[src/rtl/freq_ctrl_pkg.sv]
// Shared definitions for the DDS frequency-control blocks: sweep FSM state
// encoding, default word widths and AD9911 register addresses.
package freq_ctrl_pkg;

  localparam int FW_W_DEFAULT = 32;
  localparam int DW_W_DEFAULT = 16;

  localparam logic [7:0] AD9911_CTW0_ADDR = 8'h04;

  typedef enum logic [2:0] {
    S_IDLE     = 3'd0,
    S_LOAD     = 3'd1,
    S_REQ      = 3'd2,
    S_WAIT_ACK = 3'd3,
    S_DWELL    = 3'd4,
    S_NEXT     = 3'd5
  } sweep_state_t;

endpackage

[src/rtl/freq_sweep_scheduler_if.sv]
// Frequency-updater handshake: tuning word, update request/completion and
// the updater's initialisation-done flag.
interface freq_sweep_scheduler_if
  import freq_ctrl_pkg::*;
#(
  parameter int FW_W = FW_W_DEFAULT
);

  logic [FW_W-1:0] FREQW;
  logic            UPDATE;
  logic            UPDATED;
  logic            INITIED;

  modport master (
    output FREQW,
    output UPDATE,
    input  UPDATED,
    input  INITIED
  );

  modport slave (
    input  FREQW,
    input  UPDATE,
    output UPDATED,
    output INITIED
  );

endinterface

[src/rtl/sweep_step_calc.sv]
// Next sweep point: one step toward stop, clamped to stop on overshoot or
// carry/borrow so the endpoint is always hit exactly.
module sweep_step_calc
  import freq_ctrl_pkg::*;
#(
  parameter int FW_W = FW_W_DEFAULT
) (
  input  logic [FW_W-1:0] cur,
  input  logic [FW_W-1:0] step,
  input  logic [FW_W-1:0] stop,
  input  logic            dir_up,
  output logic [FW_W-1:0] nxt,
  output logic            is_last
);

  logic [FW_W:0] sum;
  logic [FW_W:0] diff;

  always_comb begin
    sum     = {1'b0, cur} + {1'b0, step};
    diff    = {1'b0, cur} - {1'b0, step};
    // START==STOP is covered by cur==stop, since cur always begins at START
    is_last = (cur == stop) || (step == '0);
    if (dir_up) begin
      nxt = (sum[FW_W] || (sum[FW_W-1:0] > stop)) ? stop : sum[FW_W-1:0];
    end else begin
      nxt = (diff[FW_W] || (diff[FW_W-1:0] < stop)) ? stop : diff[FW_W-1:0];
    end
  end

endmodule

[src/rtl/freq_sweep_scheduler.sv]
// Stepped frequency sweep sequencer: issues one tuning word per point over the
// UPDATE/UPDATED handshake and holds each point for a programmable dwell.
module freq_sweep_scheduler
  import freq_ctrl_pkg::*;
#(
  parameter int FW_W        = FW_W_DEFAULT,
  parameter int DW_W        = DW_W_DEFAULT,
  parameter int ACK_TIMEOUT = 4096
) (
  input  logic                   CLOCK_10M,
  input  logic                   RESET_N,
  input  logic                   START,
  input  logic                   ABORT,
  input  logic                   CONTINUOUS,
  input  logic [FW_W-1:0]        START_FW,
  input  logic [FW_W-1:0]        STOP_FW,
  input  logic [FW_W-1:0]        STEP_FW,
  input  logic [DW_W-1:0]        DWELL,
  output logic                   BUSY,
  output logic                   DONE,
  output logic                   ERROR,
  output logic [DW_W-1:0]        STEP_IDX,
  freq_sweep_scheduler_if.master upd
);

  localparam int TO_W = $clog2(ACK_TIMEOUT + 1);

  sweep_state_t    state;
  sweep_state_t    state_nxt;

  logic            start_d;
  logic            updated_d;
  logic            start_rise;
  logic            ack_rise;
  logic            to_hit;
  logic            stop_req;

  logic            abort_q;
  logic            cont_l;
  logic            dir_up;
  logic            done_r;
  logic            error_r;
  logic [FW_W-1:0] start_l;
  logic [FW_W-1:0] stop_l;
  logic [FW_W-1:0] step_l;
  logic [FW_W-1:0] cur;
  logic [FW_W-1:0] freqw_r;
  logic [FW_W-1:0] nxt;
  logic            is_last;
  logic [DW_W-1:0] dwell_l;
  logic [DW_W-1:0] dwell_cnt;
  logic [DW_W-1:0] step_idx;
  logic [TO_W-1:0] to_cnt;

  assign start_rise = START & ~start_d;
  assign ack_rise   = upd.UPDATED & ~updated_d;
  assign to_hit     = (to_cnt == TO_W'(ACK_TIMEOUT - 1));
  assign stop_req   = ABORT | abort_q;

  sweep_step_calc #(.FW_W(FW_W)) u_step_calc (
    .cur     (cur),
    .step    (step_l),
    .stop    (stop_l),
    .dir_up  (dir_up),
    .nxt     (nxt),
    .is_last (is_last)
  );

  always_ff @(posedge CLOCK_10M or negedge RESET_N) begin
    if (!RESET_N) begin
      state <= S_IDLE;
    end else begin
      state <= state_nxt;
    end
  end

  always_comb begin
    state_nxt = state;
    case (state)
      S_IDLE: begin
        if (start_rise && upd.INITIED && !ABORT) state_nxt = S_LOAD;
      end
      S_LOAD:  state_nxt = S_REQ;
      S_REQ:   state_nxt = S_WAIT_ACK;
      S_WAIT_ACK: begin
        if (ack_rise)    state_nxt = stop_req ? S_IDLE : S_DWELL;
        else if (to_hit) state_nxt = S_IDLE;
      end
      S_DWELL: begin
        // dwell of 0 and 1 both hold for a single cycle
        if (stop_req)                        state_nxt = S_IDLE;
        else if (dwell_cnt < DW_W'(2))       state_nxt = S_NEXT;
      end
      S_NEXT: begin
        if (stop_req)                  state_nxt = S_IDLE;
        else if (!is_last || cont_l)   state_nxt = S_REQ;
        else                           state_nxt = S_IDLE;
      end
      default: state_nxt = S_IDLE;
    endcase
    // losing the updater mid-sweep drops everything, including a live request
    if (state != S_IDLE && !upd.INITIED) state_nxt = S_IDLE;
  end

  always_comb begin
    BUSY       = (state != S_IDLE);
    upd.UPDATE = (state == S_WAIT_ACK);
    upd.FREQW  = freqw_r;
    DONE       = done_r;
    ERROR      = error_r;
    STEP_IDX   = step_idx;
  end

  always_ff @(posedge CLOCK_10M or negedge RESET_N) begin
    if (!RESET_N) begin
      start_d   <= 1'b0;
      updated_d <= 1'b0;
      abort_q   <= 1'b0;
      cont_l    <= 1'b0;
      dir_up    <= 1'b0;
      done_r    <= 1'b0;
      error_r   <= 1'b0;
      start_l   <= '0;
      stop_l    <= '0;
      step_l    <= '0;
      cur       <= '0;
      freqw_r   <= '0;
      dwell_l   <= '0;
      dwell_cnt <= '0;
      step_idx  <= '0;
      to_cnt    <= '0;
    end else begin
      start_d   <= START;
      updated_d <= upd.UPDATED;
      done_r    <= (state == S_NEXT) && is_last && !cont_l && !stop_req && upd.INITIED;
      if (state != S_IDLE && ABORT) abort_q <= 1'b1;

      case (state)
        S_IDLE: begin
          abort_q <= 1'b0;
          if (state_nxt == S_LOAD) error_r <= 1'b0;
        end
        S_LOAD: begin
          start_l  <= START_FW;
          stop_l   <= STOP_FW;
          step_l   <= STEP_FW;
          dwell_l  <= DWELL;
          cont_l   <= CONTINUOUS;
          dir_up   <= (STOP_FW >= START_FW);
          cur      <= START_FW;
          step_idx <= '0;
        end
        S_REQ: begin
          freqw_r <= cur;
          to_cnt  <= '0;
        end
        S_WAIT_ACK: begin
          if (ack_rise) begin
            dwell_cnt <= dwell_l;
          end else if (to_hit) begin
            if (upd.INITIED) error_r <= 1'b1;
          end else begin
            to_cnt <= to_cnt + 1'b1;
          end
        end
        S_DWELL: begin
          if (dwell_cnt != '0) dwell_cnt <= dwell_cnt - 1'b1;
        end
        S_NEXT: begin
          if (state_nxt == S_REQ) begin
            if (!is_last) begin
              cur <= nxt;
              if (step_idx != '1) step_idx <= step_idx + 1'b1;
            end else begin
              cur      <= start_l;
              step_idx <= '0;
            end
          end
        end
        default: ;
      endcase
    end
  end

endmodule

[src/flat_wrapper.sv]
// flat-port wrapper written by rule: the top's interface ports become plain ports
module freq_sweep_scheduler_flat import freq_ctrl_pkg::*;
#(
  parameter int FW_W        = FW_W_DEFAULT,
  parameter int DW_W        = DW_W_DEFAULT,
  parameter int ACK_TIMEOUT = 4096
)
  (CLOCK_10M, RESET_N, START, ABORT, CONTINUOUS, START_FW, STOP_FW, STEP_FW, DWELL, BUSY, DONE, ERROR, STEP_IDX, upd_FREQW, upd_UPDATE, upd_UPDATED, upd_INITIED);
  freq_sweep_scheduler_if #(.FW_W(FW_W)) upd_i ();
  input  logic CLOCK_10M;
  input  logic RESET_N;
  input  logic START;
  input  logic ABORT;
  input  logic CONTINUOUS;
  input  logic [FW_W-1:0] START_FW;
  input  logic [FW_W-1:0] STOP_FW;
  input  logic [FW_W-1:0] STEP_FW;
  input  logic [DW_W-1:0] DWELL;
  output logic BUSY;
  output logic DONE;
  output logic ERROR;
  output logic [DW_W-1:0] STEP_IDX;
  output wire logic [$bits(upd_i.FREQW)-1:0] upd_FREQW;
  output wire logic [$bits(upd_i.UPDATE)-1:0] upd_UPDATE;
  input wire logic [$bits(upd_i.UPDATED)-1:0] upd_UPDATED;
  input wire logic [$bits(upd_i.INITIED)-1:0] upd_INITIED;
  assign upd_FREQW = upd_i.FREQW;
  assign upd_UPDATE = upd_i.UPDATE;
  assign upd_i.UPDATED = upd_UPDATED;
  assign upd_i.INITIED = upd_INITIED;
  freq_sweep_scheduler #(.FW_W(FW_W), .DW_W(DW_W), .ACK_TIMEOUT(ACK_TIMEOUT)) u_core (.CLOCK_10M(CLOCK_10M), .RESET_N(RESET_N), .START(START), .ABORT(ABORT), .CONTINUOUS(CONTINUOUS), .START_FW(START_FW), .STOP_FW(STOP_FW), .STEP_FW(STEP_FW), .DWELL(DWELL), .BUSY(BUSY), .DONE(DONE), .ERROR(ERROR), .STEP_IDX(STEP_IDX), .upd(upd_i));
endmodule
[config.mk]
export PLATFORM = sky130hd
export DESIGN_NAME = freq_sweep_scheduler_flat
export DESIGN_NICKNAME = d
export VERILOG_FILES = /design/src/rtl/freq_ctrl_pkg.sv /design/src/rtl/freq_sweep_scheduler_if.sv /design/src/rtl/sweep_step_calc.sv /design/src/rtl/freq_sweep_scheduler.sv /design/src/flat_wrapper.sv
export SDC_FILE = /design/constraint.sdc
export NUM_CORES = 1
export LEC_CHECK = 0
export ABC_CLOCK_PERIOD_IN_PS = 14600
export BUFFER_PORTS_ARGS = -buffer_cell sky130_fd_sc_hd__buf_4
export CAP_MARGIN = 20
export CORE_MARGIN = 1.5
export CORE_UTILIZATION = 60
export DETAILED_ROUTE_END_ITERATION = 7
export GPL_TIMING_DRIVEN = 0
export PLACE_DENSITY_LB_ADDON = 0.2
export SYNTH_ARGS = -nofsm -noshare
export SYNTH_HDL_FRONTEND = slang
export SYNTH_HIERARCHICAL = 1
export SYNTH_SLANG_ARGS = --single-unit
[constraint.sdc]
create_clock -name CLOCK_10M -period 14.6 [get_ports CLOCK_10M]
set_input_delay 0 -clock CLOCK_10M [delete_from_list [all_inputs] [get_ports CLOCK_10M]]
set_output_delay 0 -clock CLOCK_10M [all_outputs]
set_load 0.01 [all_outputs]
Word-level counts from Yosys, hierarchy flattened
Index checks and enable logic that the tools add are counted.
Widths: inputs -> output; s select.
- equality and inequality tests: 19
- multiplexer cells: 33
- reduce and logical (&&, ||, !) cells: 31
- bitwise gates (word level): 5
- add/subtract/negate cells: 5
- $lt $le $gt $ge: 4
- operator list (kind ; number):
    $mux 32 ; 5
    $mux 16 ; 5
    $pmux 16 s2 ; 2
    $pmux 32 s2 ; 1
    $add 32x32->33 ; 1
    $sub 32x32->33 ; 1
    $eq 32x32->1 ; 1
    $ge 32x32->1 ; 1
    $gt 32x32->1 ; 1
    $logic_not 32->1 ; 1
    $lt 32x32->1 ; 1
    $mux 13 ; 2
    $pmux 13 s2 ; 1
    $mux 3 ; 8
    $pmux 3 s6 ; 1
    $add 16x1->16 const B ; 1
    $lt 16x2->1 const B ; 1
    $ne 16x16->1 const B ; 1
    $reduce_bool 16->1 ; 1
    $sub 16x1->16 const B ; 1
    $add 13x1->13 const B ; 1
    $eq 13x12->1 const B ; 1
    $ne 2x1->1 const B ; 5
    $reduce_bool 2->1 ; 5
    19 further kinds ; 48
- logic and storage cells: 114
- bits in registers: 231
- output and inout port bits: 52
- input port bits: 119

Longest topological paths before layout
Gate-level depths: netlist of run 1.
- depth in word-level cells: 11
- mapped depth: 29
- gate-level depth less buffers: 27

By module
The synthesis of run 1 kept the hierarchy.
- by module, submodules not included (module ; area each (sq um) ; times used ; seq. area each (sq um) ; cells each):
    freq_sweep_scheduler ; 10903.0 ; 1 ; 5780.5 ; 1024
    sweep_step_calc ; 6540.0 ; 1 ; 0.0 ; 907

Worst setup path after synthesis of run 1
OpenSTA, ideal clock, no wires.
- path kind: register to register
- start: register u_core.cur[15]
- end: register u_core.cur[14]
- required time: 14.467 ns
- arrival: 4.667 ns
- stages on the path, launching flop included: 23
- path buffers: 1
- path slack: 9.800 ns
- period minus slack after synthesis: 4.800 ns
- setup time: 0.133 ns
- path through: dfrtp_1 -> ha_1 -> buf_6 -> or2_4 -> or4_4 -> o221a_2 -> o21ba_2 -> o31ai_2 -> xnor2_1 -> ha_1 -> nand4_1 -> nor4_1 -> nor4b_2 -> nor2b_1 -> a21oi_2 -> nand2_2 -> nor2_4 -> a21oi_2 -> a221o_1 -> mux2i_1 -> nor2_1 -> a21oi_1 -> o21ai_0
- elaborated cells on any way between the ends: 23
- those cells by class: add/sub: 2; order compare: 2; eq/ne: 3; mux: 10; reduce/logical: 6
- RTL lines (what ; line ; source):
    start: declaration ; freq_sweep_scheduler.sv:46 ; logic [FW_W-1:0] cur;
    start signal: assignment ; freq_sweep_scheduler.sv:172 ; cur <= nxt;
    start signal: assignment ; freq_sweep_scheduler.sv:175 ; cur <= start_l;
    $sub 32x32->33 / $add 32x32->33 (equally long branches) ; sweep_step_calc.sv:21, sweep_step_calc.sv:20 ;
    $lt 32x32->1 / $gt 32x32->1 (equally long branches) ; sweep_step_calc.sv:27, sweep_step_calc.sv:25 ;
    $logic_or 1x1->1, on equally long branches ; sweep_step_calc.sv:27, sweep_step_calc.sv:25 ;
    $mux 32, on equally long branches ; sweep_step_calc.sv:27, sweep_step_calc.sv:25 ;
    $mux 32 * ; sweep_step_calc.sv:24 ; if (dir_up) begin
    net u_core.nxt[14] ; freq_sweep_scheduler.sv:48 ; logic [FW_W-1:0] nxt;
    $mux 32 * ; freq_sweep_scheduler.sv:171 ; if (!is_last) begin
    $mux 32 * ; freq_sweep_scheduler.sv:170 ; if (state_nxt == S_REQ) begin
    $pmux 32 s2 * ; freq_sweep_scheduler.sv:138 ; case (state)
Mark *: on every way through the listed nets, which the timed path passes. The rest lies on a longest branch. The select of a mux whose other input is x is not followed.
A chain may end at the register's enable or synchronous reset.

Worst setup path in the final report of run 1
- start: register u_core.cur[16]
- end: register u_core.cur[9]
Same word-level chain as after synthesis.

==> results of run 1 <==
-- placed cells by master (no fill, tap or decap), drive strengths merged, types with 37 or more instances in the layout --
cell / Yosys / routed
ha: 163 / 163
mux2i: 57 / 57
a21oi: 144 / 144
nor2: 148 / 148
dfrtp: 231 / 231
nand4: 37 / 37
xor2: 41 / 41
dlygate4sd3: 0 / 118
xnor2: 50 / 50
nand2: 205 / 205
o21ai: 123 / 123
clkbuf: 29 / 65
buf: 52 / 223
inv: 136 / 136
mux2: 117 / 117
-- cells by family (layout without fill, tap and decap cells) --
group	count (synthesis)	after routing
simple gates	577	577
compound gates	471	471
flops	231	231
buf+inv	222	559
mux	174	174
fa+ha+maj	165	165
xor+xnor	91	91
-- worst paths after layout --
path / cells past startpoint / endpoint
min in group CLOCK_10M: 2 / u_core/start_d
worst max register to register: 23 / u_core/cur[9]
worst min-delay path: 2 / u_core/step_l[29]
worst max-delay path: 23 / u_core/cur[9]
worst min register to register: 2 / u_core/upd.FREQW[11]
max in group asynchronous: 3 / u_core/upd.FREQW[7]
-- metrics by stage --
step | util [%] | worst slack (ns)
after floorplan | - | 9.80
after global placement | 67.1 | 8.18
after detailed placement | 67.2 | 8.07
after CTS | 74.7 | 8.04
after global routing | 74.7 | 7.57
final | 74.7 | 7.83
-- state kept, by name, summed over array words and instances (netlist names), 3 cells and up --
name,flops
u_core/cur,32
u_core/upd.FREQW,32
u_core/step_l,32
u_core/dwell_cnt,16
u_core/STEP_IDX,16
u_core/to_cnt,13
u_core/start_l,32
u_core/state,3
u_core/stop_l,32
u_core/dwell_l,16
-- worst register-to-register path, cell delays in order, from the launching register on --
cell,delay [ns]
dfrtp_1,0.49
ha_1,0.33
buf_2,0.22
nand4_1,0.15
or2_1,0.27
nor3_2,0.40
o311ai_2,0.19
a21o_1,0.31
a21oi_1,0.28
mux2_2,0.39
and2_1,0.14
ha_1,0.28
nand4_1,0.15
nor2_1,0.40
o2111ai_1,0.18
a21oi_1,0.38
o22ai_1,0.19
a21oi_2,0.55
a21oi_2,0.36
a221o_1,0.41
mux2i_1,0.15
nor2_1,0.06
a21oi_1,0.19
o21ai_0,0.13
-- layout make-up --
class	count	share of cell area, %
clock buffers	36	3.50
plain buffers	81	2.19
repair buffers	289	11.7
well taps	384	2.25
clock inverters	12	1.01
inverters	141	2.49
flip-flops and latches	231	27.0
multi-input cells	1478	49.9
-- per-layer routing --
| metal | track usage, % | vias to the layer above | share of wire (%) |
|---|---|---|---|
| met4 | 19.8 | 0 | 5.6 |
| met1 | 50.8 | 8071 | 40 |
| met5 | 0 | - | 0 |
| li1 | - | 7562 | - |
| met3 | 5.99 | 201 | 8.7 |
| met2 | 63.0 | 940 | 46 |
==> flow_summary.ini, run 1 <==
[critical_path]
cp-end-kind = flop
startpoint = u_core/cur[16]
cp_common_cell = a21oi_1
worstSetupStartpointType = flop
arrival_ns = 7.18
slowest_delay_ns = 0.55
rr_startpoint = u_core/cur[16]
path_cells = ha_1, buf_2, nand4_1, or2_1, nor3_2, o311ai_2, a21o_1, a21oi_1, mux2_2, and2_1, ha_1, nand4_1, nor2_1, o2111ai_1, a21oi_1, o22ai_1, a21oi_2, a21oi_2, a221o_1, mux2i_1, nor2_1, a21oi_1, o21ai_0
cp_max_fo = 10
required_ns = 15.01
critPathKind = flop to flop
timing.critical_path.buf_inv = 1
cp_slowest_cell = a21oi_2
cp_top_family = compound AO/OA/AOI/OAI gates
ff2ff_setup_slack_ns = 7.83

[clocking]
postCtsSetupBuffers = 0
clk_latency_ns = 0.57
cts.hold.buffers_added = 118
clkSlewWorstSetupHoldPaths_ns = 0.07
cts_root_buffer = clkbuf_16
h-tree-depth = 1
cts_resized = 0
cts.path.max_buffers = 3
cts_made_buffers = 26
numClockSinks = 231
cts_tree = built

[floorplanning]
die_w_um = 174
num_rows = 62
die_area_um2 = 30100
pin_count = 171
core_area_um2 = 28600
die_h_um = 174
start_util_pct = 60.9

[sta]
slew_headroom_pct = 35.9
post-route-period-util_pct = 46.4
min_period_ns = 6.77
timing.hold.ws_ns = 0.0927
fmax_mhz = 148
finClkSkew_ns = 0.0172
setup_tns_ns = 0
rsz0062_at_grt = false
timing_hold_violations_final = 0
drv_slew = 0
worst_slew_pin_slew_ns = 0.946
setup_violations = 0

[yosys]
synthXorXnorAreaFrac_pct = 4.57
ys_seq_area_share_pct = 33.1
synthTopCellsByArea = dfrtp_1 33%, ha_1 12%, mux2_2 7.6%, nand2_1 4.4%, a21oi_1 3.9%
synthCells = 1931
synth_nets = 2215
synthAdderAreaFrac_pct = 11.9
synth_seq_cells = 231
yosys.area.top_type = dfrtp_1
async_flop_share_pct = 100
post-synth-top-count-cell = dfrtp_1
yosys.area_share.simple_pct = 15.9
synth_ff_type = dfrtp_1
synthTopCellsByCount = 231 x dfrtp_1, 203 x nand2_1, 163 x ha_1
synth_top_family_by_area = compound AO/OA/AOI/OAI gates
avgSynthCellArea_um2 = 9.03
yosys.area.top_type_share_pct = 33.1
muxShareOfSynthArea_pct = 10.8
syn_area_um2 = 17400
yosysUniqueCellTypes = 105
synth_compound_area_share_pct = 17.9
yosys_warnings = 6
synth-edff-count = 0

[drt]
drt_iter0_drc = 1648
wirelength_um = 59100
wl_per_cell_um = 22.3
vias = 16800
vias_per_cell = 6.33
drc = 0
ant_nets = 0
first_pass_iters = 5

[layout]
areaGrowthSynthToFinish_pct = 22.6
postLayoutCellArea_um2 = 21400
multi_input_comb_area_um2 = 10700
fillers = 2056
final_nets = 2532
antenna_cells = 0
drive_above_1_share_pct = 19.6
instances_no_fill = 2652
seq_area_um2 = 5780

[place]
port-buffer-count = 170
dp_cells = 2486
place_congestion = 1.01
placedInstanceArea_um2 = 19200
hpwl_um = 42200

[global_route]
grt_max_degree = 119
first_global_vias = 16800
grtUsageTotal_pct = 39.0
grt_pass1_wl_um = 92300
grt_overflow = 0
antenna_found_initial = 0

[status]
status = completed

[run]
maxCapViolations = 0

[min_path]
hold_path_class = primary input to async pin
Power of run 1 is not shown: default switching activity piles up to over one toggle a cycle in this logic, so the estimate is an artifact.
==> run 2: changes to the inputs <==
--- a/config.mk
+++ b/config.mk
@@ -5,11 +5,12 @@
 export SDC_FILE = /design/constraint.sdc
 export NUM_CORES = 1
 export LEC_CHECK = 0
-export ABC_CLOCK_PERIOD_IN_PS = 14600
+export ABC_AREA = 1
+export ABC_CLOCK_PERIOD_IN_PS = 5700
 export BUFFER_PORTS_ARGS = -buffer_cell sky130_fd_sc_hd__buf_4
 export CAP_MARGIN = 20
 export CORE_MARGIN = 1.5
-export CORE_UTILIZATION = 60
+export CORE_UTILIZATION = 56
 export DETAILED_ROUTE_END_ITERATION = 7
 export GPL_TIMING_DRIVEN = 0
 export PLACE_DENSITY_LB_ADDON = 0.2
==> constraint.sdc (replaced) <==
create_clock -name CLOCK_10M -period 5.7 [get_ports CLOCK_10M]
set_input_delay 0 -clock CLOCK_10M [delete_from_list [all_inputs] [get_ports CLOCK_10M]]
set_output_delay 0 -clock CLOCK_10M [all_outputs]
set_load 0.01 [all_outputs]
==> flow_summary.ini, run 2 <==
[place]
port-buffer-count = 170
place_congestion = 1.02
hpwl_um = 57200

[critical_path]
worstSetupStartpointType = flop
timing.critical_path.buf_inv = 2
cp_common_cell = nand2_1
slowest_delay_ns = 0.48
cp-end-kind = flop
critPathKind = flop to flop
cp_max_fo = 10
cp_top_family = simple AND/OR/NAND/NOR gates
cp_slowest_cell = dfrtp_1
required_ns = 6.16
arrival_ns = 5.62

[clocking]
cts.path.max_buffers = 3
cts_root_buffer = clkbuf_16
clk_latency_ns = 0.59
cts_made_buffers = 27
cts_tree = built
numClockSinks = 231
clkSlewWorstSetupHoldPaths_ns = 0.06
h-tree-depth = 1
postCtsSetupBuffers = 0

[floorplanning]
num_rows = 69
start_util_pct = 56.5
die_w_um = 192
pin_count = 171
core_area_um2 = 35400
die_h_um = 192
die_area_um2 = 36900

[drt]
vias_per_cell = 5.62
vias = 22200
ant_nets = 0
first_pass_iters = 6
wl_per_cell_um = 19.0
wirelength_um = 75200
drt_iter0_drc = 2596
drc = 0

[sta]
setup_tns_ns = 0
post-route-period-util_pct = 90.4
fmax_mhz = 194
timing_hold_violations_final = 0
rsz0062_at_grt = false
worst_slew_pin_slew_ns = 0.986
finClkSkew_ns = 0.0342
setup_violations = 0
drv_slew = 0
slew_headroom_pct = 34.3
min_period_ns = 5.15
timing.hold.ws_ns = 0.0790

[layout]
layout_common_cells = 1,110 x nand2_1, 478 x inv_1, 249 x nor2_1
final_common_cell = nand2_1
areaGrowthSynthToFinish_pct = 20.0
fillers = 3051
final_nets = 3751
drive_above_1_share_pct = 10.6

[yosys]
synth_nets = 3432
yosys.area.top_type_share_pct = 28.9
synthTopCellsByArea = dfrtp_1 29%, nand2_1 21%, ha_1 10%, inv_1 9.0%, nand3_1 5.8%
syn_area_um2 = 20000
yosysUniqueCellTypes = 49
ys_seq_area_share_pct = 28.9
async_flop_share_pct = 100
post-synth-top-count-cell = nand2_1
synth-edff-count = 0
synthCells = 3148
yosys.area.top_type = dfrtp_1
yosys_warnings = 6
synth_ff_type = dfrtp_1
avgSynthCellArea_um2 = 6.36
synthTopCellsByCount = 1,110 x nand2_1, 478 x inv_1, 249 x nor2_1
synth_seq_cells = 231

[global_route]
grt_overflow = 0
grt_pass1_wl_um = 114000
first_global_vias = 20900
antenna_found_initial = 1
grt_max_degree = 126
grtUsageTotal_pct = 40.4

[min_path]
hold_path_class = primary input to flop

[status]
status = completed

[run]
maxCapViolations = 0
==> run 2: cell count changes in the layout (fill, tap and decap cells not counted), sizes merged, moves of 30 or more <==
cell / previous run / this run
a21oi: 144 / 103
inv: 136 / 499
mux2: 117 / 0
mux2i: 57 / 0
nand2: 205 / 1138
nand3: 27 / 236
nor2: 148 / 259
o21ai: 123 / 172
xnor2: 50 / 20
==> run 2: cell families after synthesis <==
family	after synthesis	synth area share, %
simple gates	1739	36.3
compound gates	334	9.23
xor+xnor	59	2.58
fa+ha+maj	165	10.4
flops	231	28.9
buf+inv	620	12.6
==> run 2: final timing paths <==
path                                    from             endpoint  slack (ns)  cells after the start
min reg2reg                u_core/dwell_l[5]    u_core/dwell_l[5]        0.48                      2
max in group asynchronous            RESET_N    u_core/step_l[11]        4.47                      3
max                            u_core/cur[0]        u_core/cur[5]        0.55                     27
min in group asynchronous            RESET_N  u_core/STEP_IDX[11]        0.09                      2
max reg2reg                    u_core/cur[0]        u_core/cur[5]        0.55                     27
min                                    START       u_core/start_d        0.08                      2
==> run 2: layout make-up <==
class / count / area [um2] / share of cell area [%]
inverter: 503 / 1890 / 7.86
sequential: 231 / 5780 / 24.1
clock inverter: 15 / 158 / 0.657
clock buffer: 35 / 756 / 3.15
multi-input combinational: 2297 / 11700 / 48.8
antenna: 2 / 5.00 / 0.0208
timing repair buffer: 290 / 2500 / 10.4
tap: 461 / 577 / 2.40
buffer: 117 / 638 / 2.66
==> run 2: through the flow <==
stage	util (%)	instances	instance area (um2)	setup slack, ns
2_1_floorplan	-	3148	20000	2.18
3_3_place_gp	61.8	3779	21900	0.864
3_5_place_dp	61.9	3780	21900	0.738
4_1_cts	67.8	3949	24000	0.721
5_1_grt	67.8	3949	24000	0.199
6_report	67.8	3951	24000	0.549
==> run 2: repair_timing <==
action                    4_1_cts  5_1_grt
gates resized for setup         0        0
hold buffers                  119        0
hold endpoints to repair      277        0
==> run 2: metal layers <==
metal / part of all wire, % / vias up / track usage (%)
met2: 43 / 1264 / 62.6
li1: - / 10500 / -
met3: 11 / 232 / 9.39
met4: 4.9 / 0 / 18.5
met5: 0 / - / 0
met1: 41 / 10200 / 53.6
Power of run 2 is left out for the same reason.
